==> src/rtl/box_slave_pkg.sv <==
// Shared widths, response codes, FSM state type and the slot payload for the box write responder.
package box_slave_pkg;

  localparam int unsigned PDATA_WIDTH   = 32;
  localparam int unsigned PSTRB_WIDTH   = PDATA_WIDTH / 8;
  localparam int unsigned PLENGTH_WIDTH = 8;
  localparam int unsigned ID_WIDTH      = 4;
  localparam int unsigned ADDR_WIDTH    = 32;
  localparam int unsigned USER_WIDTH    = 4;
  localparam int unsigned MAX_BEATS     = 16;
  localparam int unsigned CNT_WIDTH     = PLENGTH_WIDTH + 1;

  localparam logic [1:0] RESP_OKAY   = 2'b00;
  localparam logic [1:0] RESP_SLVERR = 2'b10;

  typedef enum logic [1:0] {IDLE, DATA, DELIVER, RESP} box_slv_state_t;

  // One complete write burst as handed to the special memory.
  typedef struct packed {
    logic [ID_WIDTH-1:0]                id;
    logic [ADDR_WIDTH-1:0]              addr;
    logic [PLENGTH_WIDTH-1:0]           len;
    logic [2:0]                         size;
    logic [1:0]                         burst;
    logic [USER_WIDTH-1:0]              user;
    logic [MAX_BEATS*PSTRB_WIDTH-1:0]   strb;
    logic [MAX_BEATS*PDATA_WIDTH-1:0]   data;
  } spec_slot;

endpackage

==> src/rtl/axi_if.sv <==
// AXI write address/data channels between a box master and box_slave.
interface axi_if;
  import box_slave_pkg::*;

  logic                     awvalid;
  logic                     awready;
  logic [ID_WIDTH-1:0]      awid;
  logic [ADDR_WIDTH-1:0]    awaddr;
  logic [PLENGTH_WIDTH-1:0] awlen;
  logic [2:0]               awsize;
  logic [1:0]               awburst;
  logic [USER_WIDTH-1:0]    awuser;

  logic                     wvalid;
  logic                     wready;
  logic [ID_WIDTH-1:0]      wid;
  logic [PDATA_WIDTH-1:0]   wdata;
  logic [PSTRB_WIDTH-1:0]   wstrb;
  logic                     wlast;

  modport slave_add (input awvalid, awid, awaddr, awlen, awsize, awburst, awuser,
                     output awready);
  modport slave_data (input wvalid, wid, wdata, wstrb, wlast,
                      output wready);

endinterface

==> src/rtl/box_slave_slot_packer.sv <==
// Beat counter and data/strb packing for one burst; flags length/id/overflow errors.
module slot_packer
  import box_slave_pkg::*;
(
  input  logic                             clk,
  input  logic                             rst_n,
  input  logic                             start,
  input  logic [PLENGTH_WIDTH-1:0]         start_len,
  input  logic [PLENGTH_WIDTH-1:0]         cur_len,
  input  logic [ID_WIDTH-1:0]              cur_id,
  input  logic                             beat,
  input  logic [ID_WIDTH-1:0]              wid,
  input  logic [PDATA_WIDTH-1:0]           wdata,
  input  logic [PSTRB_WIDTH-1:0]           wstrb,
  input  logic                             wlast,
  output logic [MAX_BEATS*PDATA_WIDTH-1:0] data,
  output logic [MAX_BEATS*PSTRB_WIDTH-1:0] strb,
  output logic                             err,
  output logic                             done_c
);

  logic [CNT_WIDTH-1:0] beat_cnt;
  logic [CNT_WIDTH-1:0] len_ext_c;
  logic                 in_range_c;
  logic                 within_len_c;
  logic                 store_c;
  logic                 beat_err_c;

  // Beats past the slot capacity or past awlen (late last) are dropped.
  always_comb begin
    len_ext_c    = {1'b0, cur_len};
    in_range_c   = (beat_cnt < CNT_WIDTH'(MAX_BEATS));
    within_len_c = (beat_cnt <= len_ext_c);
    store_c      = beat & in_range_c & within_len_c;
    beat_err_c   = beat & ((wid != cur_id) | ~in_range_c |
                           (wlast & (beat_cnt < len_ext_c)) |
                           (~wlast & (beat_cnt >= len_ext_c)));
    done_c       = beat & wlast;
  end

  always_ff @(posedge clk or negedge rst_n) begin
    if (!rst_n) begin
      beat_cnt <= '0;
      data     <= '0;
      strb     <= '0;
      err      <= 1'b0;
    end else if (start) begin
      beat_cnt <= '0;
      data     <= '0;
      strb     <= '0;
      err      <= (start_len >= PLENGTH_WIDTH'(MAX_BEATS));
    end else if (beat) begin
      beat_cnt <= beat_cnt + CNT_WIDTH'(1);
      if (beat_err_c) err <= 1'b1;
      for (int unsigned i = 0; i < MAX_BEATS; i++) begin
        if (store_c && (beat_cnt == CNT_WIDTH'(i))) begin
          data[i*PDATA_WIDTH +: PDATA_WIDTH] <= wdata;
          strb[i*PSTRB_WIDTH +: PSTRB_WIDTH] <= wstrb;
        end
      end
    end
  end

endmodule

==> src/rtl/box_slave.sv <==
// Box write responder: takes one AW + W burst, delivers it as a spec_slot, then returns B.
module box_slave
  import box_slave_pkg::*;
(
  input  logic                clk,
  input  logic                rst_n,
  axi_if.slave_add            s_add,
  axi_if.slave_data           s_data,
  output logic [ID_WIDTH-1:0] bid,
  output logic [1:0]          bresp,
  output logic                bvalid,
  input  logic                bready,
  output logic                slot_valid,
  input  logic                slot_ready,
  output spec_slot            out_slot
);

  box_slv_state_t state_q, state_nxt;

  logic                     awready_q, awready_nxt;
  logic                     wready_q, wready_nxt;
  logic                     slot_valid_nxt;
  logic                     bvalid_nxt;
  logic [ID_WIDTH-1:0]      bid_nxt;
  logic [1:0]               bresp_nxt;

  logic [ID_WIDTH-1:0]      hdr_id;
  logic [ADDR_WIDTH-1:0]    hdr_addr;
  logic [PLENGTH_WIDTH-1:0] hdr_len;
  logic [2:0]               hdr_size;
  logic [1:0]               hdr_burst;
  logic [USER_WIDTH-1:0]    hdr_user;

  logic [MAX_BEATS*PDATA_WIDTH-1:0] pk_data;
  logic [MAX_BEATS*PSTRB_WIDTH-1:0] pk_strb;
  logic                             pk_err;
  logic                             pk_done_c;

  logic aw_fire_c;
  logic w_beat_c;

  assign s_add.awready = awready_q;
  assign s_data.wready = wready_q;
  assign aw_fire_c     = s_add.awvalid & awready_q;
  assign w_beat_c      = s_data.wvalid & wready_q;

  slot_packer u_packer (
    .clk       (clk),
    .rst_n     (rst_n),
    .start     (aw_fire_c),
    .start_len (s_add.awlen),
    .cur_len   (hdr_len),
    .cur_id    (hdr_id),
    .beat      (w_beat_c),
    .wid       (s_data.wid),
    .wdata     (s_data.wdata),
    .wstrb     (s_data.wstrb),
    .wlast     (s_data.wlast),
    .data      (pk_data),
    .strb      (pk_strb),
    .err       (pk_err),
    .done_c    (pk_done_c)
  );

  // Burst header captured on the AW handshake.
  always_ff @(posedge clk or negedge rst_n) begin
    if (!rst_n) begin
      hdr_id    <= '0;
      hdr_addr  <= '0;
      hdr_len   <= '0;
      hdr_size  <= '0;
      hdr_burst <= '0;
      hdr_user  <= '0;
    end else if (aw_fire_c) begin
      hdr_id    <= s_add.awid;
      hdr_addr  <= s_add.awaddr;
      hdr_len   <= s_add.awlen;
      hdr_size  <= s_add.awsize;
      hdr_burst <= s_add.awburst;
      hdr_user  <= s_add.awuser;
    end
  end

  always_comb begin
    out_slot       = '0;
    out_slot.id    = hdr_id;
    out_slot.addr  = hdr_addr;
    out_slot.len   = hdr_len;
    out_slot.size  = hdr_size;
    out_slot.burst = hdr_burst;
    out_slot.user  = hdr_user;
    out_slot.strb  = pk_strb;
    out_slot.data  = pk_data;
  end

  always_ff @(posedge clk or negedge rst_n) begin
    if (!rst_n) begin
      state_q    <= IDLE;
      awready_q  <= 1'b1;
      wready_q   <= 1'b0;
      slot_valid <= 1'b0;
      bvalid     <= 1'b0;
      bid        <= '0;
      bresp      <= '0;
    end else begin
      state_q    <= state_nxt;
      awready_q  <= awready_nxt;
      wready_q   <= wready_nxt;
      slot_valid <= slot_valid_nxt;
      bvalid     <= bvalid_nxt;
      bid        <= bid_nxt;
      bresp      <= bresp_nxt;
    end
  end

  // Next state and next values of the registered handshake outputs.
  always_comb begin
    state_nxt      = state_q;
    awready_nxt    = awready_q;
    wready_nxt     = wready_q;
    slot_valid_nxt = slot_valid;
    bvalid_nxt     = bvalid;
    bid_nxt        = bid;
    bresp_nxt      = bresp;
    case (state_q)
      IDLE: begin
        awready_nxt = 1'b1;
        if (aw_fire_c) begin
          awready_nxt = 1'b0;
          wready_nxt  = 1'b1;
          state_nxt   = DATA;
        end
      end
      DATA: begin
        if (pk_done_c) begin
          wready_nxt     = 1'b0;
          slot_valid_nxt = 1'b1;
          state_nxt      = DELIVER;
        end
      end
      DELIVER: begin
        if (slot_valid && slot_ready) begin
          slot_valid_nxt = 1'b0;
          bvalid_nxt     = 1'b1;
          bid_nxt        = hdr_id;
          bresp_nxt      = pk_err ? RESP_SLVERR : RESP_OKAY;
          state_nxt      = RESP;
        end
      end
      RESP: begin
        if (bvalid && bready) begin
          bvalid_nxt  = 1'b0;
          awready_nxt = 1'b1;
          state_nxt   = IDLE;
        end
      end
      default: begin
        state_nxt = IDLE;
      end
    endcase
  end

endmodule
==> src/flat_wrapper.sv <==
// flat-port wrapper written by rule: the top's interface ports become plain ports
module box_slave_flat import box_slave_pkg::*;
  (clk, rst_n, bid, bresp, bvalid, bready, slot_valid, slot_ready, out_slot, s_add_awvalid, s_add_awid, s_add_awaddr, s_add_awlen, s_add_awsize, s_add_awburst, s_add_awuser, s_add_awready, s_data_wvalid, s_data_wid, s_data_wdata, s_data_wstrb, s_data_wlast, s_data_wready);
  axi_if s_add_i ();
  axi_if s_data_i ();
  input  logic clk;
  input  logic rst_n;
  output logic [ID_WIDTH-1:0] bid;
  output logic [1:0] bresp;
  output logic bvalid;
  input  logic bready;
  output logic slot_valid;
  input  logic slot_ready;
  output spec_slot out_slot;
  input wire logic [$bits(s_add_i.awvalid)-1:0] s_add_awvalid;
  input wire logic [$bits(s_add_i.awid)-1:0] s_add_awid;
  input wire logic [$bits(s_add_i.awaddr)-1:0] s_add_awaddr;
  input wire logic [$bits(s_add_i.awlen)-1:0] s_add_awlen;
  input wire logic [$bits(s_add_i.awsize)-1:0] s_add_awsize;
  input wire logic [$bits(s_add_i.awburst)-1:0] s_add_awburst;
  input wire logic [$bits(s_add_i.awuser)-1:0] s_add_awuser;
  output wire logic [$bits(s_add_i.awready)-1:0] s_add_awready;
  input wire logic [$bits(s_data_i.wvalid)-1:0] s_data_wvalid;
  input wire logic [$bits(s_data_i.wid)-1:0] s_data_wid;
  input wire logic [$bits(s_data_i.wdata)-1:0] s_data_wdata;
  input wire logic [$bits(s_data_i.wstrb)-1:0] s_data_wstrb;
  input wire logic [$bits(s_data_i.wlast)-1:0] s_data_wlast;
  output wire logic [$bits(s_data_i.wready)-1:0] s_data_wready;
  assign s_add_i.awvalid = s_add_awvalid;
  assign s_add_i.awid = s_add_awid;
  assign s_add_i.awaddr = s_add_awaddr;
  assign s_add_i.awlen = s_add_awlen;
  assign s_add_i.awsize = s_add_awsize;
  assign s_add_i.awburst = s_add_awburst;
  assign s_add_i.awuser = s_add_awuser;
  assign s_add_awready = s_add_i.awready;
  assign s_data_i.wvalid = s_data_wvalid;
  assign s_data_i.wid = s_data_wid;
  assign s_data_i.wdata = s_data_wdata;
  assign s_data_i.wstrb = s_data_wstrb;
  assign s_data_i.wlast = s_data_wlast;
  assign s_data_wready = s_data_i.wready;
  box_slave u_core (.clk(clk), .rst_n(rst_n), .s_add(s_add_i), .s_data(s_data_i), .bid(bid), .bresp(bresp), .bvalid(bvalid), .bready(bready), .slot_valid(slot_valid), .slot_ready(slot_ready), .out_slot(out_slot));
endmodule
==> config.mk <==
export PLATFORM = sky130hd
export DESIGN_NAME = box_slave_flat
export DESIGN_NICKNAME = d
export VERILOG_FILES = /design/src/rtl/box_slave_pkg.sv /design/src/rtl/axi_if.sv /design/src/rtl/box_slave_slot_packer.sv /design/src/rtl/box_slave.sv /design/src/flat_wrapper.sv
export SDC_FILE = /design/constraint.sdc
export NUM_CORES = 1
export LEC_CHECK = 0
export ABC_AREA = 1
export BUFFER_PORTS_ARGS = -buffer_cell sky130_fd_sc_hd__buf_2
export CAP_MARGIN = 20
export CORE_AREA = 2 2 285 287
export DETAILED_ROUTE_END_ITERATION = 8
export DIE_AREA = 0 0 287 289
export PLACE_DENSITY = 0.54
export SLEW_MARGIN = 5
export SYNTH_ARGS = -nofsm -noshare
export SYNTH_HDL_FRONTEND = slang
export SYNTH_SLANG_ARGS = --single-unit
==> constraint.sdc <==
create_clock -name clk -period 3 [get_ports clk]
set_input_delay 0.15 -clock clk [delete_from_list [all_inputs] [get_ports clk]]
set_output_delay 0.15 -clock clk [all_outputs]
set_load 0.02 [all_outputs]
==> impl_metrics.toml <==
[placed_design]
port_buffers = 737
gp_congestion = 0.824
place_inst = 4728
dpl.hpwl_um = 72000
post-place-ws_ns = 0.0846

[power]
power.switching_mw = 6.14
leakage_nw = 20.3
comb_power_share_pct = 13.5
swShare_pct = 28.4
p_clk_share_pct = 42.2
p_per_area_nw_per_um2 = 619
p_int_mw = 15.5
ir_worst_vdd_uv = 363
pwr-share-seq_pct = 44.3

[clocking]
cts_tree = "done"
cts_max_level = 3
cts_setup_buffers = 0
path_clk_slew_ns = 0.06
numCtsBuffers = 74
worstSkewPairLatency_ns = 0.61
cts_root_buf = "clkbuf_16"
numClockSinks = 650
clockBufferDepth = 3

[run_status]
status = "completed"

[detailed_routing]
post_drt_wl_per_cell_um = 22.2
drt_iter0_drc = 2199
vias = 24400
postRouteAntennaNets = 0
avgViaCountPerCell = 4.95
dr.pass1.iters = 5
wirelength_um = 109000
drc = 0

[critical_path]
critPathArrivalTime_ns = 3.28
worstSetupEndpointType = "register"
crit_slowest_cell = "dfrtp_1"
critPathTopFamily = "simple AND/OR/NAND/NOR gates"
crit_fanout = 14
r2r_end = "u_core.u_packer.data[320]$_DFFE_PN0P_"
required_ns = 3.54
critPathBufInv = 2
cp-startpoint = "u_core.u_packer.beat_cnt[4]$_DFFE_PN0P_"
crit_cells = 13
reg2reg_from = "u_core.u_packer.beat_cnt[4]$_DFFE_PN0P_"
r2r_setup_slack_ns = 0.25
crit_type = "reg2reg"
startpoint_type = "register"
timing.critical_path.cells = "ha_1 -> nand2_1 -> inv_1 -> nand2_1 -> nand2_1 -> nand2_1 -> nand3_1 -> nand2_4 -> nand3_4 -> nand2_2 -> buf_4 -> nand2_1 -> nand2_1"
path_common_cell = "nand2_1"
crit_path_end = "u_core.u_packer.data[320]$_DFFE_PN0P_"
max_stage_delay_ns = 0.46
reg2regPathDepth = 13

[synth]
netlist_instances = 3041
synth_top_family_by_area = "simple AND/OR/NAND/NOR gates"
ys_types = 28
synthSimpleGateAreaFrac_pct = 32.2
synth-compound-area-share_pct = 0.841
synth-seq-cells = 650
synth_fp_nets = 3157
yosysWarnings = 0
synth_xor_area_share_pct = 0
syn-cell-area_um2 = 26800
seq_area_frac_synth_pct = 60.8
synthMuxAreaShare_pct = 0
synth_area_per_cell_um2 = 8.80
synthAdderAreaFrac_pct = 0.748

[grt]
antenna_found_initial = 2
grt_usage_pct = 25.4
grt_pass1_wl_um = 158000
grt_pass1_vias = 23500
grt_start_max_net_pins = 207
grt_overflow = 0

[sta]
slew_headroom_pct = 17.8
timing.hold.ws_ns = 0.0634
skew_ns = 0.0237
fin_crit_ns = 2.75
final_max_slew_viol_count = 0
worstMarginPinSlew_ns = 1.23
fin_ws_ns = 0.251
fin_setup_tns_ns = 0
period_share_pct = 91.6
rsz0062_at_grt = "no"
max_freq_mhz = 364
setup_viol = 0
hold_viol = 0

[final_layout]
layout.cells.most_common_list = "1,340 x nand2_1, 736 x buf_2, 649 x dfrtp_1, 586 x nand3_1, 80 x buf_4"
syn2layout_area_growth_pct = 30.6
diodes = 0
final_common_cell = "nand2_1"
fin_util_pct = 43.8
final_nets = 3926
drive_gt1_share_pct = 26.6
fillerInstances = 7971
instances_no_fill = 4919

[die]
initial_utilization_pct = 33.5
io_pins = 739
dieArea_um2 = 82900
row_count = 104
die_h_um = 289
core_um2 = 79900
die_width_um = 287

[job]
maxCapViolations = 0

[min_path]
hold_path.class = "in2reg"
-- cell type report --
type | count | area, um^2 | area share, %
sequential | 650 | 16300 | 46.5
clock inverter | 21 | 289 | 0.827
multi-input combinational | 2096 | 9160 | 26.2
clock buffer | 104 | 2130 | 6.08
timing repair buffer | 910 | 5490 | 15.7
inverter | 78 | 295 | 0.845
tap | 1060 | 1330 | 3.79
-- metal layers --
layer / up-vias / share of wire, % / global-route usage, %
met5: - / 0 / 0
met4: 0 / 3.9 / 9.87
met3: 205 / 9.3 / 7.29
met2: 1055 / 44 / 38.4
met1: 11900 / 43 / 34.5
li1: 11200 / - / -
-- Yosys cell counts, drive strengths merged --
library cell	instances	share of area [%]
nand2	1354	19
dfrtp	649	61
nand3	603	12
buf	118	3.0
clkbuf	99	1.4
inv	78	1.1
nor2	72	1.0
o21ai	32	0.60
ha	16	0.75
a21oi	7	0.13
nor3	5	0.14
nand4	2	0.047
a22o	1	0.033
a31oi	1	0.023
conb	1	0.014
dfstp	1	0.098
o211ai	1	0.028
o21bai	1	0.028
-- worst register-to-register path, cell delays in order (launching register included) --
cell and delay, ns:
dfrtp_1 0.46, ha_1 0.32, nand2_1 0.09, inv_1 0.04, nand2_1 0.05, nand2_1 0.05, nand2_1 0.09, nand3_1 0.12
nand2_4 0.29, nand3_4 0.27, nand2_2 0.42, buf_4 0.32, nand2_1 0.07, nand2_1 0.08
-- per-stage QoR --
step	cell area [um^2]	total power, mW
6_report	35000	21.6
5_1_grt	35000	22.5
4_1_cts	35000	21.8
3_5_place_dp	31900	12.6
3_3_place_gp	31800	12.6
2_1_floorplan	26800	11.2
-- state kept, by name (all words and copies together), names as in the netlist --
| name | cells |
|---|---|
| u_core.bvalid | 1 |
| u_core.s_data.wready | 1 |
| u_core.s_add.awready | 1 |
| u_core.hdr_len | 8 |
| u_core.u_packer.beat_cnt | 9 |
| u_core.bid | 4 |
| u_core.hdr_id | 4 |
| u_core.hdr_user | 4 |
| u_core.bresp | 1 |
| u_core.hdr_size | 3 |
| u_core.u_packer.err | 1 |
| u_core.u_packer.data | 512 |
| u_core.hdr_burst | 2 |
| u_core.state_q | 2 |
| u_core.slot_valid | 1 |
| u_core.u_packer.strb | 64 |
| u_core.hdr_addr | 32 |
-- power groups by stage --
| stage | Sequential [mW] | Clock [mW] | Combinational, mW |
|---|---|---|---|
| after global routing | 9.65 | 9.69 | 3.14 |
| after global placement | 9.74 | 0 | 2.84 |
| after detailed placement | 9.74 | 0 | 2.86 |
| final | 9.59 | 9.13 | 2.91 |
| after floorplan | 10.3 | 0 | 0.824 |
| after CTS | 9.59 | 9.32 | 2.93 |
-- cell families after synthesis --
family	after synthesis
AOI/OAI and AO/OA	43
DFF	650
other	1
and+or+nand+nor	2036
adders and majority gates	16
buffers and inverters	295
-- how the worst min path moves through the flow --
stage | cells after the start | to | slack [ns] | start
6_report | 5 | u_core.u_packer.data[128]$_DFFE_PN0P_ | 0.06 | s_data_wdata[0]
5_1_grt | 5 | u_core.u_packer.data[141]$_DFFE_PN0P_ | 0.05 | s_data_wdata[13]
4_1_cts | 5 | u_core.u_packer.data[0]$_DFFE_PN0P_ | 0.03 | s_data_wdata[0]
3_5_place_dp | 1 | u_core.u_packer.data[108]$_DFFE_PN0P_ | 0.18 | rst_n
3_3_place_gp | 1 | u_core.u_packer.data[109]$_DFFE_PN0P_ | 0.18 | rst_n
2_1_floorplan | 0 | u_core.bid[0]$_DFFE_PN0P_ | -0.15 | rst_n
-- repair_timing --
action	CTS	global route
resized for setup	0	1
endpoints found under the setup margin	0	98
hold buffers	66	0
endpoints found under the hold margin	142	0
Note: power is estimated with default switching activity, not from simulation.
